<file path="src/rtl/mem_port.sv">
// mem_port: turns one-cycle fetch/load/store strobes into a single valid/ready bus
// transaction, with byte-lane steering, sign/zero extension and misalignment traps.
module mem_port #(
    parameter int ADDR_W  = 32,
    parameter int TIMEOUT = 0
) (
    input  logic              clk,
    input  logic              rst,
    input  logic              rden,
    input  logic              wren,
    input  logic [ADDR_W-1:0] addr,
    input  logic [31:0]       wdata,
    input  logic [2:0]        funct3,
    output logic [31:0]       rdata,
    output logic              done,
    output logic              err,
    output logic              req_valid,
    input  logic              req_ready,
    output logic              req_we,
    output logic [ADDR_W-1:0] req_addr,
    output logic [31:0]       req_wdata,
    output logic [3:0]        req_be,
    input  logic              rsp_valid,
    input  logic [31:0]       rsp_data
);
    typedef enum logic [1:0] {IDLE, REQ, WAIT_RSP, FIN} state_t;

    localparam int CNT_W   = (TIMEOUT > 1) ? $clog2(TIMEOUT) : 1;
    localparam int TO_LAST = (TIMEOUT > 0) ? TIMEOUT - 1 : 0;

    state_t           state, state_nxt;
    logic [CNT_W-1:0] cnt;
    logic [1:0]       lane_q;
    logic [2:0]       f3_q;
    logic             strobe, f3_ok, misalign, bad, to_hit;
    logic [3:0]       be_c;
    logic [31:0]      wdata_rep, rd_ext;
    logic [7:0]       lane_b;
    logic [15:0]      lane_h;

    assign strobe    = rden | wren;
    assign to_hit    = (TIMEOUT > 0) && (cnt == CNT_W'(TO_LAST));
    assign req_valid = (state == REQ);
    assign done      = (state == FIN);

    // Request-side decode of the live strobe inputs
    always_comb begin
        f3_ok = 1'b0;
        case (funct3)
            3'b000, 3'b001, 3'b010, 3'b100, 3'b101: f3_ok = 1'b1;
            default: f3_ok = 1'b0;
        endcase
        misalign = ((funct3[1:0] == 2'b01) && addr[0]) ||
                   ((funct3[1:0] == 2'b10) && (addr[1:0] != 2'b00));
        bad = !f3_ok || misalign;
        case (funct3[1:0])
            2'b00: begin
                be_c      = 4'b0001 << addr[1:0];
                wdata_rep = {4{wdata[7:0]}};
            end
            2'b01: begin
                be_c      = addr[1] ? 4'b1100 : 4'b0011;
                wdata_rep = {2{wdata[15:0]}};
            end
            default: begin
                be_c      = 4'b1111;
                wdata_rep = wdata;
            end
        endcase
    end

    // Response lane select and extension, driven by the latched request
    always_comb begin
        lane_b = rsp_data[{lane_q, 3'b000} +: 8];
        lane_h = lane_q[1] ? rsp_data[31:16] : rsp_data[15:0];
        case (f3_q)
            3'b000:  rd_ext = {{24{lane_b[7]}}, lane_b};
            3'b001:  rd_ext = {{16{lane_h[15]}}, lane_h};
            3'b100:  rd_ext = {24'd0, lane_b};
            3'b101:  rd_ext = {16'd0, lane_h};
            default: rd_ext = rsp_data;
        endcase
    end

    always_comb begin
        state_nxt = state;
        case (state)
            IDLE: begin
                if (strobe) state_nxt = bad ? FIN : REQ;
            end
            REQ: begin
                if (req_ready)   state_nxt = req_we ? FIN : WAIT_RSP;
                else if (to_hit) state_nxt = FIN;
            end
            WAIT_RSP: begin
                if (rsp_valid || to_hit) state_nxt = FIN;
            end
            FIN:     state_nxt = IDLE;
            default: state_nxt = IDLE;
        endcase
    end

    always_ff @(posedge clk) begin
        if (rst) state <= IDLE;
        else     state <= state_nxt;
    end

    // Stall counter restarts on every state change so REQ and WAIT_RSP each get a full budget
    always_ff @(posedge clk) begin
        if (rst)                                  cnt <= '0;
        else if (state_nxt != state)              cnt <= '0;
        else if (state == REQ || state == WAIT_RSP) cnt <= cnt + 1'b1;
    end

    always_ff @(posedge clk) begin
        if (rst) begin
            rdata     <= '0;
            err       <= 1'b0;
            req_we    <= 1'b0;
            req_addr  <= '0;
            req_wdata <= '0;
            req_be    <= '0;
            lane_q    <= '0;
            f3_q      <= '0;
        end else begin
            case (state)
                IDLE: begin
                    if (strobe) begin
                        // wren wins when both strobes arrive together
                        req_we    <= wren;
                        req_addr  <= {addr[ADDR_W-1:2], 2'b00};
                        req_wdata <= wdata_rep;
                        req_be    <= wren ? be_c : 4'b1111;
                        lane_q    <= addr[1:0];
                        f3_q      <= funct3;
                        rdata     <= '0;
                        err       <= bad;
                    end
                end
                REQ: begin
                    if (!req_ready && to_hit) err <= 1'b1;
                end
                WAIT_RSP: begin
                    if (rsp_valid)   rdata <= rd_ext;
                    else if (to_hit) err   <= 1'b1;
                end
                default: ;
            endcase
        end
    end
endmodule

</file>
<file path="config.mk">
export PLATFORM = sky130hd
export DESIGN_NAME = mem_port
export DESIGN_NICKNAME = d
export VERILOG_FILES = /design/src/rtl/mem_port.sv
export SDC_FILE = /design/constraint.sdc
export NUM_CORES = 1
export LEC_CHECK = 0
export CORE_UTILIZATION = 45
export CTS_CLUSTER_SIZE = 25
export DETAILED_ROUTE_END_ITERATION = 16
export PLACE_DENSITY = 0.93
export SYNTH_ARGS = -nofsm -noshare
export SYNTH_HDL_FRONTEND = slang
export SYNTH_SLANG_ARGS = --single-unit
</file>
<file path="constraint.sdc">
create_clock -name clk -period 3.9 [get_ports clk]
set_input_delay 0.585 -clock clk [delete_from_list [all_inputs] [get_ports clk]]
set_output_delay 0.585 -clock clk [all_outputs]
set_load 0.02 [all_outputs]
</file>
==> results.yml <==
setup_path:
  critPathSlowestCell: "clkdlybuf4s50_1"
  endpoint_kind: "flop"
  max_stage_delay_ps: 890
  critPathMaxFanout: 22
  cpLargestDelayFamily: "buffers and inverters"
  arrival_ps: 2680
  critical_path_class: "primary input to flop"
  start_kind: "primary input"
  critPathBufInv: 1
  crit_required_ps: 4160
  path_cells: "clkdlybuf4s50_1 -> nor2_1 -> nand2_1 -> a311oi_1"
clock_network:
  cts_setup_buffers: 0
  clkLatencyLatePin_ps: 350
  h-tree-depth: 3
  path_clk_slew_ps: 110
  clock-sinks: 107
  cts_tree: "built"
  cts_buffers: 9
  post_cts_resized: 0
  ctsHoldBuffers: 0
  clock-root-buffer: "clkbuf_8"
  clockBufferDepth: 2
placed_design:
  gp_congestion: 0.829
  dp_hpwl_um: 10800
  numPortBuffers: 206
sta:
  worst_pin_slew_ps: 921
  rsz0062_at_grt: "no"
  fin_crit_ps: 2420
  setup_viol: 0
  slew_headroom: 0.384
  fin_crit_sh: 0.621
  max_clock_freq_ghz: 0.413
  drv_slew: 0
  skew_ps: 16.7
  finalHoldViolations: 0
  setup-tns-final_ps: 0
cells_and_area:
  nets: 845
  area_delta_synth_final_pct: 50.0
  drive_gt1_frac: 0.0379
  fillCellCount: 756
  diodes: 0
logic_synthesis:
  yosysSeqAreaShare: 0.466
  avgSynthCellArea_um2: 8.26
  netlist.area_leader.share: 0.466
  yosys_warnings: 0
  synthTopCellsByArea: "dfxtp_1 47%, nand2_1 11%, a21oi_1 7.2%"
  yosysTopAreaCell: "dfxtp_1"
  ys_seq_elements: 107
  ys_types: 37
  async_flop_share: 0
  synth.most_common_cell: "nand2_1"
  netlist_area_um2: 4590
  yosys_most_used_dff: "dfxtp_1"
  synth_cells: 556
  synth_commonest_cells: "140 x nand2_1, 107 x dfxtp_1, 66 x a21oi_1, 39 x nor2_1, 30 x clkbuf_1"
  synth_edf_count: 0
run:
  drv_cap: 0
detailed_routing:
  dr.pass1.iters: 5
  drt_wl_total_um: 14600
  drt_iter0_drc: 196
  dr_total_vias: 4844
  antenna_left: 0
  detail_route.vias_per_cell: 5.56
  drcViolationCount: 0
  wl_per_cell_um: 16.7
floorplan:
  die_h_um: 103
  core_um2: 9820
  start_util: 0.468
  die_w_um: 103
  num_rows: 36
  die-area_um2: 10600
  ios: 209
worst_hold_path:
  hp-class: "flop to flop"
pwr:
  pwr-share-seq: 0.377
  ir_drop_mv: 0.313
  p_clk_frac: 0.184
  combinationalPowerShare: 0.440
  sw_frac_of_total: 0.386
  p_per_area_nw_per_um2: 591
  total_leakage_power_nw: 2.55
  p_total_mw: 4.07
  power_switching_mw: 1.57
  internal_power_mw: 2.50
global_routing:
  grt_use_total: 0.267
  gr-total-overflow: 0
  grt_pass1_vias: 4696
  grt_max_degree: 64
  antenna_found_initial: 0
  grt_pass1_wl_um: 22000
outcome:
  status: "complete, no violations"
## layout by cell type, fill, tap and decap left out, types with 3 or more instances in the layout
cell,count
a211oi_1,10
a21oi_1,66
a221o_1,18
a22o_1,8
a311oi_1,8
buf_4,6
clkbuf_8,10
clkdlybuf4s50_1,205
dfxtp_1,107
ha_1,5
inv_1,11
mux2i_1,21
nand2_1,140
nand2b_1,3
nor2_1,38
nor2b_1,3
nor3_1,6
o211ai_1,15
o21ai_0,23
o32ai_1,7
## worst register-to-register path, stage by stage (launching register included)
cell	delay, ps
dfxtp_1	430
inv_1	110
ha_1	290
nor3b_4	210
or3_1	430
nor4_4	630
a221o_1	230
## worst paths after layout
path	startpoint	end	slack, ps	depth (start not counted)
setup / recovery	funct3[0]	req_wdata[10]	1480	4
hold / removal	req_addr[29]	req_addr[29]	460	2
setup reg to reg	state[1]	rdata[18]	1520	6
hold reg to reg	req_addr[29]	req_addr[29]	460	2
## per-stage QoR
step | utilization | cells | setup WS (ps) | hold WS, ps | cell area [um2]
after floorplan | - | 557 | 1990 | 496 | 4600
after CTS | 0.702 | 872 | 1530 | 460 | 6890
final | 0.702 | 872 | 1480 | 460 | 6890
after global placement | 0.680 | 857 | 1270 | 435 | 6670
after detailed placement | 0.680 | 857 | 1180 | 447 | 6670
after global routing | 0.702 | 872 | 1360 | 479 | 6890
## final cells by class
class                           instances  area (um2)  share of cell area
Multi-Input combinational cell        394        2220               0.322
Clock inverter                          4        75.1              0.0109
Inverter                               11        41.3             0.00599
Sequential cell                       107        2140               0.311
Clock buffer                           11         141              0.0205
Timing Repair Buffer                  212        2100               0.305
Tap cell                              133         166              0.0242
## power groups by stage
stage / Combinational (mW) / Clock, mW / Sequential [mW]
3_5_place_dp: 1.78 / 0 / 1.55
5_1_grt: 1.93 / 0.792 / 1.57
6_report: 1.79 / 0.748 / 1.53
3_3_place_gp: 1.72 / 0 / 1.54
4_1_cts: 1.79 / 0.756 / 1.53
2_1_floorplan: 0.760 / 0 / 1.78
## flip-flops by register name, indices dropped and copies added (netlist names)
| signal | flops |
|---|---|
| state | 2 |
| req_addr | 30 |
| f3_q | 3 |
| req_wdata | 32 |
| err | 1 |
| lane_q | 2 |
| req_we | 1 |
| req_be | 4 |
| rdata | 32 |
## cell families after synthesis
kind of cell	count (synthesis)	synth area share
multiplexers	21	0.0458
adder cells (fa/ha/maj)	5	0.0136
flip-flops	107	0.466
other	1	0.000816
buffers and inverters	56	0.0539
AND/OR/NAND/NOR	202	0.185
AO/OA/AOI/OAI	164	0.235
## routing by layer
layer  up-vias  routed length [um]  GRT usage
met5         -                   0          0
met4         0                 525      0.145
met3        55                1270     0.0814
met2       239                7370      0.489
met1      2256                5390      0.270
li1       2294                   -          -
Note: power is estimated with default switching activity, not from simulation.
==> RTL edit: new RTL, same settings <==
Reset style: asynchronous (`rst`), changed in 3 clocked blocks.
--- a/src/rtl/mem_port.sv
+++ b/src/rtl/mem_port.sv
@@ -100,19 +100,19 @@
         endcase
     end
 
-    always_ff @(posedge clk) begin
+    always_ff @(posedge clk or posedge rst) begin
         if (rst) state <= IDLE;
         else     state <= state_nxt;
     end
 
     // Stall counter restarts on every state change so REQ and WAIT_RSP each get a full budget
-    always_ff @(posedge clk) begin
+    always_ff @(posedge clk or posedge rst) begin
         if (rst)                                  cnt <= '0;
         else if (state_nxt != state)              cnt <= '0;
         else if (state == REQ || state == WAIT_RSP) cnt <= cnt + 1'b1;
     end
 
-    always_ff @(posedge clk) begin
+    always_ff @(posedge clk or posedge rst) begin
         if (rst) begin
             rdata     <= '0;
             err       <= 1'b0;
Check against the original RTL: differs if rst is asserted again (counterexample within 4 cycles, from zero or initial values and one cycle with rst high); with rst held inactive, the same outputs for 10 cycles.
==> RTL edit against the original RTL <==
Die area is 8.7% higher; global-route usage is 1.1 points lower; power is 37% higher; routed wire length decreased by 1.1%; design area is 6.4% higher; area after synthesis is 8.9% higher; utilization down 2.5 points; setup slack got worse by 0.014 ns; sequential cell count unchanged; clock skew decreased by 0.0062 ns.
==> RTL edit: results (changes against the original RTL) <==
* Status: complete, no violations
* Post-synthesis mux area share at 0.0623 (+0.0165)
* First-pass iteration count of the detailed router at 4 (-1)
* Avg WL per Cell at 17.1 um (+2.4%)
* Cell Int Power at 3.24 mW (+29%)
* Met3 usage at 0.0799 (-0.00145)
* Largest net degree at the start of global routing at 95 (+48%)
* Postcts setup bufs at 0 (unchanged)
* Initial antenna violation count at 1 (+1)
* Leakage dissipation at 3.26 nW (+28%)
* Largest family of logic cells by synthesized area: simple AND/OR/NAND/NOR gates
* First-pass GRT wire length at 22800 um (+3.7%)
* Slowest stage delay, CP at 0.77 ns (-0.12 ns)
* Final cell count without fillers at 842 (-3.4%)
* Total track usage at 0.255 (-0.0112)
* Share of cells above drive strength 1 at 0.0485 (+0.0106)
* Skew final at 0.0105 ns (-0.00620 ns)
* Dpl cell area at 7130 um^2 (+6.8%)
* Met3 WL at 1310 um (+3.5%)
* Placed wire-length estimate at 10500 um (-2.4%)
* Vias in the first global route at 4638 (-1.2%)
* DR vias/cell at 5.43 (-2.2%)
* Nets at 806 (-4.6%)
* Largest delay share family, worst path: simple AND/OR/NAND/NOR gates
* Clock latency on the worst-skew pair at 0.37 ns (+0.02 ns)
* VDD IR-drop max at 0.453 mV (+45%)
* Synth Flop Type: dfrtp_1
* Reg clk slew, reported paths at 0.09 ns (-0.02 ns)
* Routed length on met1 at 5490 um (+1.9%)
* Comb pwr share at 0.528 (+0.088)
* Measured slew at the worst slew-check pin at 1.34 ns (+0.415 ns)
* H-tree depth at 3 (unchanged)
* Met2 wire length at 7140 um (-3.1%)
* Top cells by count, synth: 157 x nand2_1, 107 x dfrtp_1, 35 x o21ai_1, 24 x mux2i_1, 19 x nor2_1
* Placed insts at 825 (-3.7%)
* First DRT Iteration DRCs at 293 (+49%)
* Syn Area/Cell at 9.77 um^2 (+18%)
* CP max-delay cell: nor4b_4
* Register area share after synthesis at 0.535 (+0.0689)
* Total power at 5.58 mW (+37%)
* Post_cts resized at 0 (unchanged)
* Global-route track usage on met1 at 0.299 (+0.0291)
* Synth Area in Compound Gates at 0.169 (-0.0655)
* Synth cell types at 44 (+19%)
* Clock power share at 0.126 (-0.058)
* Adder-cell area share of the yosys netlist at 0.0125 (-0.00111)
* Met2 usage at 0.432 (-0.0570)
* XOR/XNOR Fraction of Synth Area at 0 (unchanged)
* HP Class: reg2reg
* Placer Congestion at 0.842 (+1.5%)
* Setup violators final at 0 (unchanged)
* Async SR Flop Fraction at 1.00 (+1.00)
* Max Fanout on Critical Path at 18 (-18%)
* Worst EP arrival at 2.73 ns (+0.05 ns)
* Synth top area cells: dfrtp_1 54%, nand2_1 12%, mux2i_1 4.8%
[RTL edit: stage by stage]
| stage | hold slack (ns) | worst slack [ns] |
|---|---|---|
| after floorplan | 0.532 | 0.498 |
| after global placement | 0.457 | 1.29 |
| after detailed placement | 0.462 | 1.11 |
| after CTS | 0.484 | 1.50 |
| after global routing | 0.510 | 1.32 |
| final | 0.478 | 1.46 |
[RTL edit: kinds of logic (layout without fill, tap and decap cells)]
| logic type | Yosys count | after routing |
|---|---|---|
| DFF | 107 | 107 |
| buffers and inverters | 44 | 232 |
| muxes | 28 | 28 |
| adders and majority gates | 5 | 5 |
| other | 1 | 3 |
| AOI/OAI and AO/OA | 118 | 118 |
| and+or+nand+nor | 209 | 209 |
[RTL edit: final timing paths]
| check | from | endpoint | slack [ns] | cells past startpoint |
|---|---|---|---|---|
| min reg2reg | req_addr[3]$_DFFE_PP0P_ | req_addr[3]$_DFFE_PP0P_ | 0.48 | 2 |
| max reg2reg | state[0]$_DFFE_PP0P_ | rdata[21]$_DFFE_PP0P_ | 1.49 | 5 |
| min | req_addr[3]$_DFFE_PP0P_ | req_addr[3]$_DFFE_PP0P_ | 0.48 | 2 |
| min in group asynchronous | rst | rdata[1]$_DFFE_PP0P_ | 0.63 | 2 |
| max in group asynchronous | rst | req_addr[11]$_DFFE_PP0P_ | 2.53 | 3 |
| max | wren | rdata[21]$_DFFE_PP0P_ | 1.46 | 5 |
[RTL edit: area by class of cell]
class | instances | area, um^2
sequential | 107 | 2680
clock inverter | 4 | 48.8
timing repair buffer | 209 | 2100
antenna | 1 | 2.50
multi-input combinational | 362 | 2150
clock buffer | 12 | 155
tap | 140 | 175
fill | 821 | 3510
inverter | 7 | 28.8
